===== src/rtl/riscv_i32_trap_handler.sv =====
// riscv_i32_trap_handler
// Machine-mode trap sequencer for the RV32I core. Consumes the per-cycle
// trap / mret / interrupt indication and maintains mstatus (MIE, MPIE, MPP),
// mepc, mcause, mtval, mtvec and the debug PC. It issues a registered fetch
// redirect and parks the core in a debug-halted state on ebreak-to-debug.
//
// Handshake: trap_redirect__valid is a single-cycle pulse with no ready.
// Fetch must take trap_redirect__pc in the cycle the pulse is high. The trap
// inputs have no ready either. They are only acted on in IDLE. In REDIRECT
// (pipeline flushing) and HALTED they are dropped.
module riscv_i32_trap_handler #(
   parameter logic [31:0] MTVEC_RESET = 32'h0000_0100
) (
   input  logic        clk,
   input  logic        reset,
   input  logic        control_flow__trap__valid,
   input  logic [2:0]  control_flow__trap__to_mode,
   input  logic [3:0]  control_flow__trap__cause,
   input  logic [31:0] control_flow__trap__pc,
   input  logic [31:0] control_flow__trap__value,
   input  logic        control_flow__trap__ret,
   input  logic        control_flow__trap__vector,
   input  logic        control_flow__trap__ebreak_to_dbg,
   input  logic        control_flow__async_cancel,
   input  logic        csr_write__valid,
   input  logic [11:0] csr_write__address,
   input  logic [31:0] csr_write__data,
   input  logic        dbg_resume,
   output logic        trap_redirect__valid,
   output logic [31:0] trap_redirect__pc,
   output logic [31:0] csrs__mepc,
   output logic [31:0] csrs__mcause,
   output logic [31:0] csrs__mtval,
   output logic [31:0] csrs__mtvec,
   output logic        csrs__mstatus_mie,
   output logic [2:0]  csrs__mode,
   output logic        dbg_halted,
   output logic [1:0]  o_fsm_state
);

   typedef enum logic [1:0] {
      ST_IDLE     = 2'd0,
      ST_REDIRECT = 2'd1,
      ST_HALTED   = 2'd2
   } state_t;

   localparam logic [11:0] CSR_MSTATUS = 12'h300;
   localparam logic [11:0] CSR_MTVEC   = 12'h305;
   localparam logic [11:0] CSR_MEPC    = 12'h341;
   localparam logic [11:0] CSR_MCAUSE  = 12'h342;
   localparam logic [11:0] CSR_MTVAL   = 12'h343;
   localparam logic [11:0] CSR_DPC     = 12'h7b1;
   localparam logic [2:0]  MODE_M      = 3'b011;

   state_t      r_state;
   state_t      w_next_state;
   logic        r_redirect_valid;
   logic [31:0] r_redirect_pc;
   logic        r_halted;

   logic [31:0] r_mepc;
   logic [31:0] r_mcause;
   logic [31:0] r_mtval;
   logic [31:0] r_mtvec;
   logic [31:0] r_dpc;
   logic        r_mie;
   logic        r_mpie;
   logic [2:0]  r_mpp;
   logic [2:0]  r_mode;

   logic        w_take_trap;
   logic        w_take_dbg;
   logic        w_take_ret;
   logic [31:0] w_target;
   logic [31:0] w_mtvec_base;
   logic [31:0] w_trap_target;

   logic        w_wr_mstatus;
   logic        w_wr_mtvec;
   logic        w_wr_mepc;
   logic        w_wr_mcause;
   logic        w_wr_mtval;
   logic        w_wr_dpc;

   // Target mode and vector hint carry no information for an M-only core.
   logic        w_unused;
   assign w_unused = ^{control_flow__trap__to_mode, control_flow__trap__vector};

   // Vectored mode applies only to interrupts: base + 4 * cause.
   assign w_mtvec_base  = {r_mtvec[31:2], 2'b00};
   assign w_trap_target = (control_flow__async_cancel && r_mtvec[0])
                          ? (w_mtvec_base + {26'd0, control_flow__trap__cause, 2'b00})
                          : w_mtvec_base;

   // CSR write address decode.
   always_comb begin
      w_wr_mstatus = csr_write__valid && (csr_write__address == CSR_MSTATUS);
      w_wr_mtvec   = csr_write__valid && (csr_write__address == CSR_MTVEC);
      w_wr_mepc    = csr_write__valid && (csr_write__address == CSR_MEPC);
      w_wr_mcause  = csr_write__valid && (csr_write__address == CSR_MCAUSE);
      w_wr_mtval   = csr_write__valid && (csr_write__address == CSR_MTVAL);
      w_wr_dpc     = csr_write__valid && (csr_write__address == CSR_DPC);
   end

   // Next-state logic, trap/ret/debug event decode and redirect target select.
   always_comb begin
      w_next_state = r_state;
      w_take_trap  = 1'b0;
      w_take_dbg   = 1'b0;
      w_take_ret   = 1'b0;
      w_target     = r_redirect_pc;
      case (r_state)
         ST_IDLE: begin
            if (control_flow__trap__valid) begin
               if (control_flow__trap__ebreak_to_dbg) begin
                  w_take_dbg   = 1'b1;
                  w_next_state = ST_HALTED;
               end else begin
                  w_take_trap  = 1'b1;
                  w_target     = w_trap_target;
                  w_next_state = ST_REDIRECT;
               end
            end else if (control_flow__trap__ret) begin
               w_take_ret   = 1'b1;
               w_target     = r_mepc;
               w_next_state = ST_REDIRECT;
            end
         end
         ST_REDIRECT: begin
            w_next_state = ST_IDLE;
         end
         ST_HALTED: begin
            if (dbg_resume) begin
               w_target     = r_dpc;
               w_next_state = ST_REDIRECT;
            end
         end
         default: begin
            w_next_state = ST_IDLE;
         end
      endcase
   end

   // State register plus registered redirect pulse and halted flag.
   always_ff @(posedge clk) begin
      if (reset) begin
         r_state          <= ST_IDLE;
         r_redirect_valid <= 1'b0;
         r_redirect_pc    <= 32'd0;
         r_halted         <= 1'b0;
      end else begin
         r_state          <= w_next_state;
         r_redirect_valid <= (w_next_state == ST_REDIRECT);
         r_halted         <= (w_next_state == ST_HALTED);
         if (w_next_state == ST_REDIRECT) begin
            r_redirect_pc <= w_target;
         end
      end
   end

   // CSR update: trap/ret/debug-entry updates win over a same-cycle write
   // to the same register; writes to untouched registers still land.
   always_ff @(posedge clk) begin
      if (reset) begin
         r_mepc   <= 32'd0;
         r_mcause <= 32'd0;
         r_mtval  <= 32'd0;
         r_mtvec  <= {MTVEC_RESET[31:2], 1'b0, MTVEC_RESET[0]};
         r_dpc    <= 32'd0;
         r_mie    <= 1'b0;
         r_mpie   <= 1'b0;
         r_mpp    <= 3'b000;
         r_mode   <= MODE_M;
      end else begin
         if (w_take_trap) begin
            r_mepc   <= {control_flow__trap__pc[31:1], 1'b0};
            r_mcause <= {control_flow__async_cancel, 27'd0, control_flow__trap__cause};
            r_mtval  <= control_flow__trap__value;
            r_mpie   <= r_mie;
            r_mie    <= 1'b0;
            r_mpp    <= r_mode;
            r_mode   <= MODE_M;
         end else if (w_take_ret) begin
            r_mie    <= r_mpie;
            r_mpie   <= 1'b1;
            r_mode   <= r_mpp;
            r_mpp    <= 3'b000;
         end
         if (w_take_dbg) begin
            r_dpc <= control_flow__trap__pc;
         end

         if (w_wr_mstatus && !w_take_trap && !w_take_ret) begin
            r_mie  <= csr_write__data[3];
            r_mpie <= csr_write__data[7];
            r_mpp  <= {1'b0, csr_write__data[12:11]};
         end
         if (w_wr_mtvec) begin
            r_mtvec <= {csr_write__data[31:2], 1'b0, csr_write__data[0]};
         end
         if (w_wr_mepc && !w_take_trap) begin
            r_mepc <= {csr_write__data[31:1], 1'b0};
         end
         if (w_wr_mcause && !w_take_trap) begin
            r_mcause <= csr_write__data;
         end
         if (w_wr_mtval && !w_take_trap) begin
            r_mtval <= csr_write__data;
         end
         if (w_wr_dpc && !w_take_dbg) begin
            r_dpc <= csr_write__data;
         end
      end
   end

   assign trap_redirect__valid = r_redirect_valid;
   assign trap_redirect__pc    = r_redirect_pc;
   assign csrs__mepc           = r_mepc;
   assign csrs__mcause         = r_mcause;
   assign csrs__mtval          = r_mtval;
   assign csrs__mtvec          = r_mtvec;
   assign csrs__mstatus_mie    = r_mie;
   assign csrs__mode           = r_mode;
   assign dbg_halted           = r_halted;
   assign o_fsm_state          = r_state;

endmodule


===== config.mk =====
export PLATFORM = sky130hd
export DESIGN_NAME = riscv_i32_trap_handler
export DESIGN_NICKNAME = d
export VERILOG_FILES = /design/src/rtl/riscv_i32_trap_handler.sv
export SDC_FILE = /design/constraint.sdc
export NUM_CORES = 1
export LEC_CHECK = 0
export CELL_PAD_IN_SITES_DETAIL_PLACEMENT = 1
export CELL_PAD_IN_SITES_GLOBAL_PLACEMENT = 1
export CORE_ASPECT_RATIO = 0.75
export CORE_UTILIZATION = 35
export DETAILED_ROUTE_END_ITERATION = 10
export GPL_TIMING_DRIVEN = 0
export PLACE_DENSITY = 0.77
export SYNTH_ARGS = -nofsm -noshare
export SYNTH_HDL_FRONTEND = slang
export SYNTH_SLANG_ARGS = --single-unit
export TNS_END_PERCENT = 10

===== constraint.sdc =====
create_clock -name clk -period 3 [get_ports clk]
set_input_delay 0.6 -clock clk [delete_from_list [all_inputs] [get_ports clk]]
set_output_delay 0.6 -clock clk [all_outputs]
set_load 0.1 [all_outputs]

# --- Yosys cells after proc, flatten, opt, wreduce, memory -nomap -nowiden ---
# Index checks and enable logic that the tools add are counted.
totals:
  reg_bits: 202
  out_inout_bits: 168
  wordCells: 91
classes:
  addsub: 1
  eq_ne: 12
  muxes: 37
  reduce_logical: 27
op_table:
  columns: ["cell", "n"]
  rows:
  - ["$mux W32", 13]
  - ["$pmux W32 S2", 1]
  - ["$eq A12 B10 Y1 const B", 5]
  - ["$add A32 B6 Y32", 1]
  - ["$mux W1", 15]
  - ["$logic_and A1 B1 Y1", 13]
  - ["$eq A12 B11 Y1 const B", 1]
  - ["$reduce_bool A2 Y1", 6]
  - ["$mux W2", 5]
  - ["$mux W3", 2]
  - ["$ne A3 B3 Y1 const B", 2]
  - ["$reduce_and A5 Y1", 1]
  - ["$eq A2 B2 Y1 const B", 2]
  - ["$pmux W2 S2", 1]
  - ["$reduce_or A2 Y1", 2]
  - ["$logic_not A1 Y1", 3]
  - ["$reduce_bool A3 Y1", 1]
  - ["$eq A2 B1 Y1 const B", 1]
  - ["$logic_not A2 Y1", 1]
  - ["$ne A2 B2 Y1 const B", 1]

# --- Depth between registers and ports, before layout ---
depth:
  ltp_word: 7
  ltp_mapped: 8
  ltp_nobuf: 7

# --- Worst setup path before layout ---
# No wires, ideal clock.
synth_path:
  path_kind: "register to register"
  start: "reg r_mtvec[3], in the netlist csrs__mtvec[3]"
  end: "reg r_redirect_pc[9], in the netlist trap_redirect__pc[9]"
  setup_ns: 0.071
  t_arrival_ns: 2.838
  setup_slack_ns: 0.091
  stages_incl_launch_ff: 8
  synth_period_minus_slack_ns: 2.909
  path_cell_list: "dfxtp_1 > ha_1 > a211o_1 > a21oi_1 > clkbuf_1 > o21ai_0 > a31o_2 > a21oi_1"
synth_via:
  elab_chain_len: 5
synth_lines:
  columns: ["element", "line", "text"]
  rows:
  - ["from (decl)", "64", "logic [31:0] r_mtvec;"]
  - ["from (signal assigned)", "168", "r_mtvec <= {MTVEC_RESET[31:2], 1'b0, MTVEC_RESET[0]};"]
  - ["from (signal assigned)", "199", "r_mtvec <= {csr_write__data[31:2], 1'b0, csr_write__data[0]};"]
  - ["$add A32 B6 Y32", "92", "? (w_mtvec_base + {26'd0, control_flow__trap__cause, 2'b00})"]
  - ["$mux W32", "92", null]
  - ["$mux W32", "115", "if (control_flow__trap__ebreak_to_dbg) begin"]
  - ["$mux W32", "114", "if (control_flow__trap__valid) begin"]
  - ["$pmux W32 S2", "112", "case (r_state)"]
  - ["to (signal assigned)", "156", "r_redirect_pc <= w_target;"]
  - ["to (decl)", "58", "logic [31:0] r_redirect_pc;"]
# No other way between the ends. The select of a mux whose other input is x is not followed.
# A chain may end at the register's enable or synchronous reset.

# --- Final worst setup path ---
layout_path:
  start: "in control_flow__trap__ebreak_to_dbg"
  end: "reg r_redirect_pc[9], in the netlist trap_redirect__pc[9]"
layout_via:
  elab_chain_len: 5
  word_cells_on_any_way: 6
  cone_classes: "2 x eq/ne; 3 x mux; 1 x reduce/logical"
layout_lines:
  columns: ["element", "line", "text"]
  rows:
  - ["from (decl)", "23", "input logic control_flow__trap__ebreak_to_dbg,"]
  - ["$mux W2", "115", null]
  - ["$mux W2", "114", null]
  - ["$pmux W2 S2", "112", null]
  - ["$eq A2 B1 Y1", "155", "if (w_next_state == ST_REDIRECT) begin"]
  - ["$reduce_and A5 Y1 (no line) *", null, null]
# Mark *: on every way between the ends. The rest lies on a longest branch, timed or not.

==> Flow_metrics.wiki <==
{| class="wikitable"
! Metric !! Value
|-
| Number of port buffers || 285
|-
| Overall overflow remaining after global route || 0
|-
| Cell-by-cell listing of the critical path || clkdlybuf4s50_1, nand2b_1, a311o_1, clkbuf_1, clkbuf_1, a21oi_1, a21oi_1
|-
| Most used standard cell by instance count after synthesis || sky130_fd_sc_hd__dfxtp_1
|-
| FP Rows || 51
|-
| Endpoint kind of the worst setup timing path || register
|-
| Overall die width || 192 µm
|-
| Fraction of post-synthesis cell area in the top cell type by area || 42.6%
|-
| Io pins || 292
|-
| Worst Setup Path Type || in -> reg
|-
| Deepest clock path buffer count || 3
|-
| Clock transition at the register clock pins on the worst setup and hold paths after CTS || 0.06 ns
|-
| Htree depth || 1
|-
| Buffers plus inverters on the worst setup path || 3
|-
| Clock buffers created by TritonCTS || 23
|-
| Number of synthesized register bits || 202
|-
| Status || complete, no violations
|-
| Top Usage Layer GRT || met2
|-
| Count of endpoints failing setup in the final report || 0
|-
| Static Leakage || 4.44 nW
|-
| Async set or reset register ratio after synthesis || 0%
|-
| Via-to-Cell Ratio || 5.79
|-
| Max-cap viol count || 0
|-
| Power density over the cells || 573 nW/µm²
|-
| Fmax || 0.340 GHz
|-
| Most frequently used flop master after synthesis || sky130_fd_sc_hd__dfxtp_1
|-
| Master of the slowest instance on the critical path || sky130_fd_sc_hd__clkbuf_1
|-
| Worst-path fanout max || 10
|-
| Area growth from synthesis to final layout || 42.9%
|-
| Syn. warnings || 0
|-
| Number of remaining DRC errors || 0
|-
| Count of antenna diodes in the layout || 0
|-
| Cell at the root of the clock tree || sky130_fd_sc_hd__clkbuf_16
|-
| Placer congestion estimate || 0.904
|-
| Clock latency at the later pin of the worst-skew pair || 0.52 ns
|-
| Overall die height || 145 µm
|-
| CTS tree || built
|-
| Post-Syn Area per Cell || 8.69 µm²
|-
| Worst setup skew after layout || 0.0149 ns
|-
| Global routing usage summed across all routing layers || 32.1%
|-
| Share of the cycle needed by the critical path after routing || 98.1%
|-
| # clock sinks || 202
|-
| Placeable core region || 26300 µm²
|-
| Antenna-violating nets left || 0
|-
| Via count of the first global-routing pass || 10300
|-
| Top cells by instance count after synthesis || sky130_fd_sc_hd__dfxtp_1 (202), sky130_fd_sc_hd__nor2_1 (160), sky130_fd_sc_hd__mux2i_1 (131)
|-
| Global-route wire length before repair || 65700 µm
|-
| Post-layout total power || 0.00776 W
|-
| Distinct cells, synth || 60
|-
| Met1 usage || 44.6%
|-
| HPWL reported at the end of detailed placement || 33000 µm
|-
| Fraction of final layout cells sized beyond drive strength 1 || 5.08%
|-
| Endpoints failing hold || 0
|-
| Die area || 27800 µm²
|-
| Slew @ Worst Pin || 1.26 ns
|-
| Nets || 1531
|-
| Met2 layer usage reported by global route || 49.4%
|-
| RSZ-0062 raised after global routing || false
|-
| Largest net degree at the start of global routing || 14
|-
| CP Data Arrival Time || 3.38 ns
|-
| Fin crit period || 2.94 ns
|-
| Synth top area cells || sky130_fd_sc_hd__dfxtp_1 (43%), sky130_fd_sc_hd__mux2i_1 (14%), sky130_fd_sc_hd__a211oi_1 (8.7%)
|-
| Sequential element share of the synthesized area || 42.6%
|-
| Length of the first detailed-routing pass in iterations || 5
|-
| Launching element type of the critical path || input port
|-
| Max-slew violations || 0
|-
| CP peak stage delay || 0.64 ns
|-
| EDFF count, synth || 0
|-
| Gate count after technology mapping || 1091
|-
| Via count of the routed design || 10200
|-
| Post-Synthesis Cell Area || 9490 µm²
|-
| Initial Utilization || 36.1%
|-
| GR Util met3 || 8.27%
|-
| Post-synth top area cell || sky130_fd_sc_hd__dfxtp_1
|-
| Wire length per cell || 25.6 µm
|-
| Gate family responsible for the most delay along the worst path || buffers and inverters
|-
| Count of routing violations after the opening detailed-route iteration || 790
|-
| Cell Area, Placed || 12800 µm²
|-
| Final routed wirelength across all metal layers || 45000 µm
|-
| Number of hold-repair buffers added at the cts stage || 0
|-
| Worst relative slew slack || 15.7%
|-
| Worst VDD drop || 0.000375 V
|-
| Worst hold-check path type || reg -> reg
|-
| Number of antenna violations at the first check in global routing || 0
|-
| Required time worst endpoint || 3.44 ns
|-
| Total non-filler cell area in the finished layout || 13600 µm²
|}
-- per-stage QoR --
step           instances  setup TNS [ns]  worst slack, ns  hold slack (ns)  utilization, %
2_1_floorplan       1092               0           0.0909            0.445               -
3_3_place_gp        1721          -60.17           -0.745            0.442            48.6
3_5_place_dp        1721          -65.35           -0.780            0.451            48.6
4_1_cts             1760               0           0.0478            0.460            51.4
5_1_grt             1760               0           0.0290            0.480            51.6
6_report            1760               0           0.0565            0.458            51.6
-- registers in the layout (all words and copies together) (netlist names), 2 cells and up --
register and flops:
csrs__mode 3, trap_redirect__pc 32, csrs__mtvec 31, csrs__mtval 32
csrs__mcause 32, r_dpc 32, o_fsm_state 2, r_mpp 3
csrs__mepc 31
-- worst paths after layout --
| check | start | endpoint | slack [ns] | depth (start not counted) |
|---|---|---|---|---|
| max | control_flow__trap__ebreak_to_dbg | trap_redirect__pc[9] | 0.06 | 7 |
| min | csrs__mcause[6] | csrs__mcause[6] | 0.46 | 2 |
| max reg2reg | o_fsm_state[0] | trap_redirect__pc[26] | 0.15 | 8 |
| min reg2reg | csrs__mcause[6] | csrs__mcause[6] | 0.46 | 2 |
-- final cells by class --
cell class / count / area, µm²
sequential: 202 / 4040
clock buffer: 32 / 649
fill: 3079 / 12700
multi-input combinational: 789 / 5030
tap: 344 / 430
buffer: 93 / 425
inverter: 8 / 30.0
clock inverter: 7 / 87.6
timing repair buffer: 285 / 2850
-- where the power goes --
group | switching [W] | total, W | internal, W
Clock | 0.00120 | 0.00287 | 0.00167
Sequential | 0.000112 | 0.00295 | 0.00284
Combinational | 0.00143 | 0.00194 | 0.000512
Total | 0.00274 | 0.00776 | 0.00502
-- what timing repair did --
item / 4_1_cts / 5_1_grt
endpoints found under the setup margin: 11 / 48
pin swaps: 0 / 0
resized for setup: 2 / 8
setup buffers: 0 / 0
-- per-layer routing --
layer / up-vias / part of all wire, %
li1: 4592 / -
met1: 5052 / 45
met2: 479 / 43
met3: 67 / 10
met4: 0 / 2.0
met5: - / 0
-- cells by family (layout without fill, tap and decap cells) --
group	Yosys count	count (layout)	synth area share [%]
AOI/OAI and AO/OA	278	278	19.5
and+or+nand+nor	359	359	17.1
other	1	2	0.0395
DFF	202	202	42.6
buffers and inverters	101	425	4.78
xor gates and xnor gates	13	13	1.20
muxes	132	132	13.9
adders and majority gates	5	5	0.739
-- layout by cell type (no fill, tap or decap), types with 7 or more instances in the layout --
master and instances:
sky130_fd_sc_hd__a31oi_1 10, sky130_fd_sc_hd__a21oi_1 76, sky130_fd_sc_hd__inv_1 8, sky130_fd_sc_hd__clkbuf_1 72, sky130_fd_sc_hd__dfxtp_1 202, sky130_fd_sc_hd__a211oi_1 110
sky130_fd_sc_hd__o21ai_0 35, sky130_fd_sc_hd__nor2_1 160, sky130_fd_sc_hd__and3_1 9, sky130_fd_sc_hd__xnor2_1 9, sky130_fd_sc_hd__nor4_1 11, sky130_fd_sc_hd__clkbuf_16 23
sky130_fd_sc_hd__a311oi_1 8, sky130_fd_sc_hd__nand4_1 7, sky130_fd_sc_hd__mux2i_1 131, sky130_fd_sc_hd__nor3_1 11, sky130_fd_sc_hd__nand3_1 21, sky130_fd_sc_hd__buf_2 8
sky130_fd_sc_hd__nand2_1 102, sky130_fd_sc_hd__clkdlybuf4s50_1 285
-- worst reg2reg max path: stages, from the launching register on --
cell                       delay (ns)
sky130_fd_sc_hd__dfxtp_1         0.37
sky130_fd_sc_hd__clkbuf_1        0.32
sky130_fd_sc_hd__nand2b_1        0.16
sky130_fd_sc_hd__clkbuf_1        0.45
sky130_fd_sc_hd__clkbuf_1        0.65
sky130_fd_sc_hd__nor2_1          0.08
sky130_fd_sc_hd__o21ai_0         0.41
sky130_fd_sc_hd__o221ai_1        0.17
sky130_fd_sc_hd__a21oi_1         0.16
(Power assumes the default switching activity.)
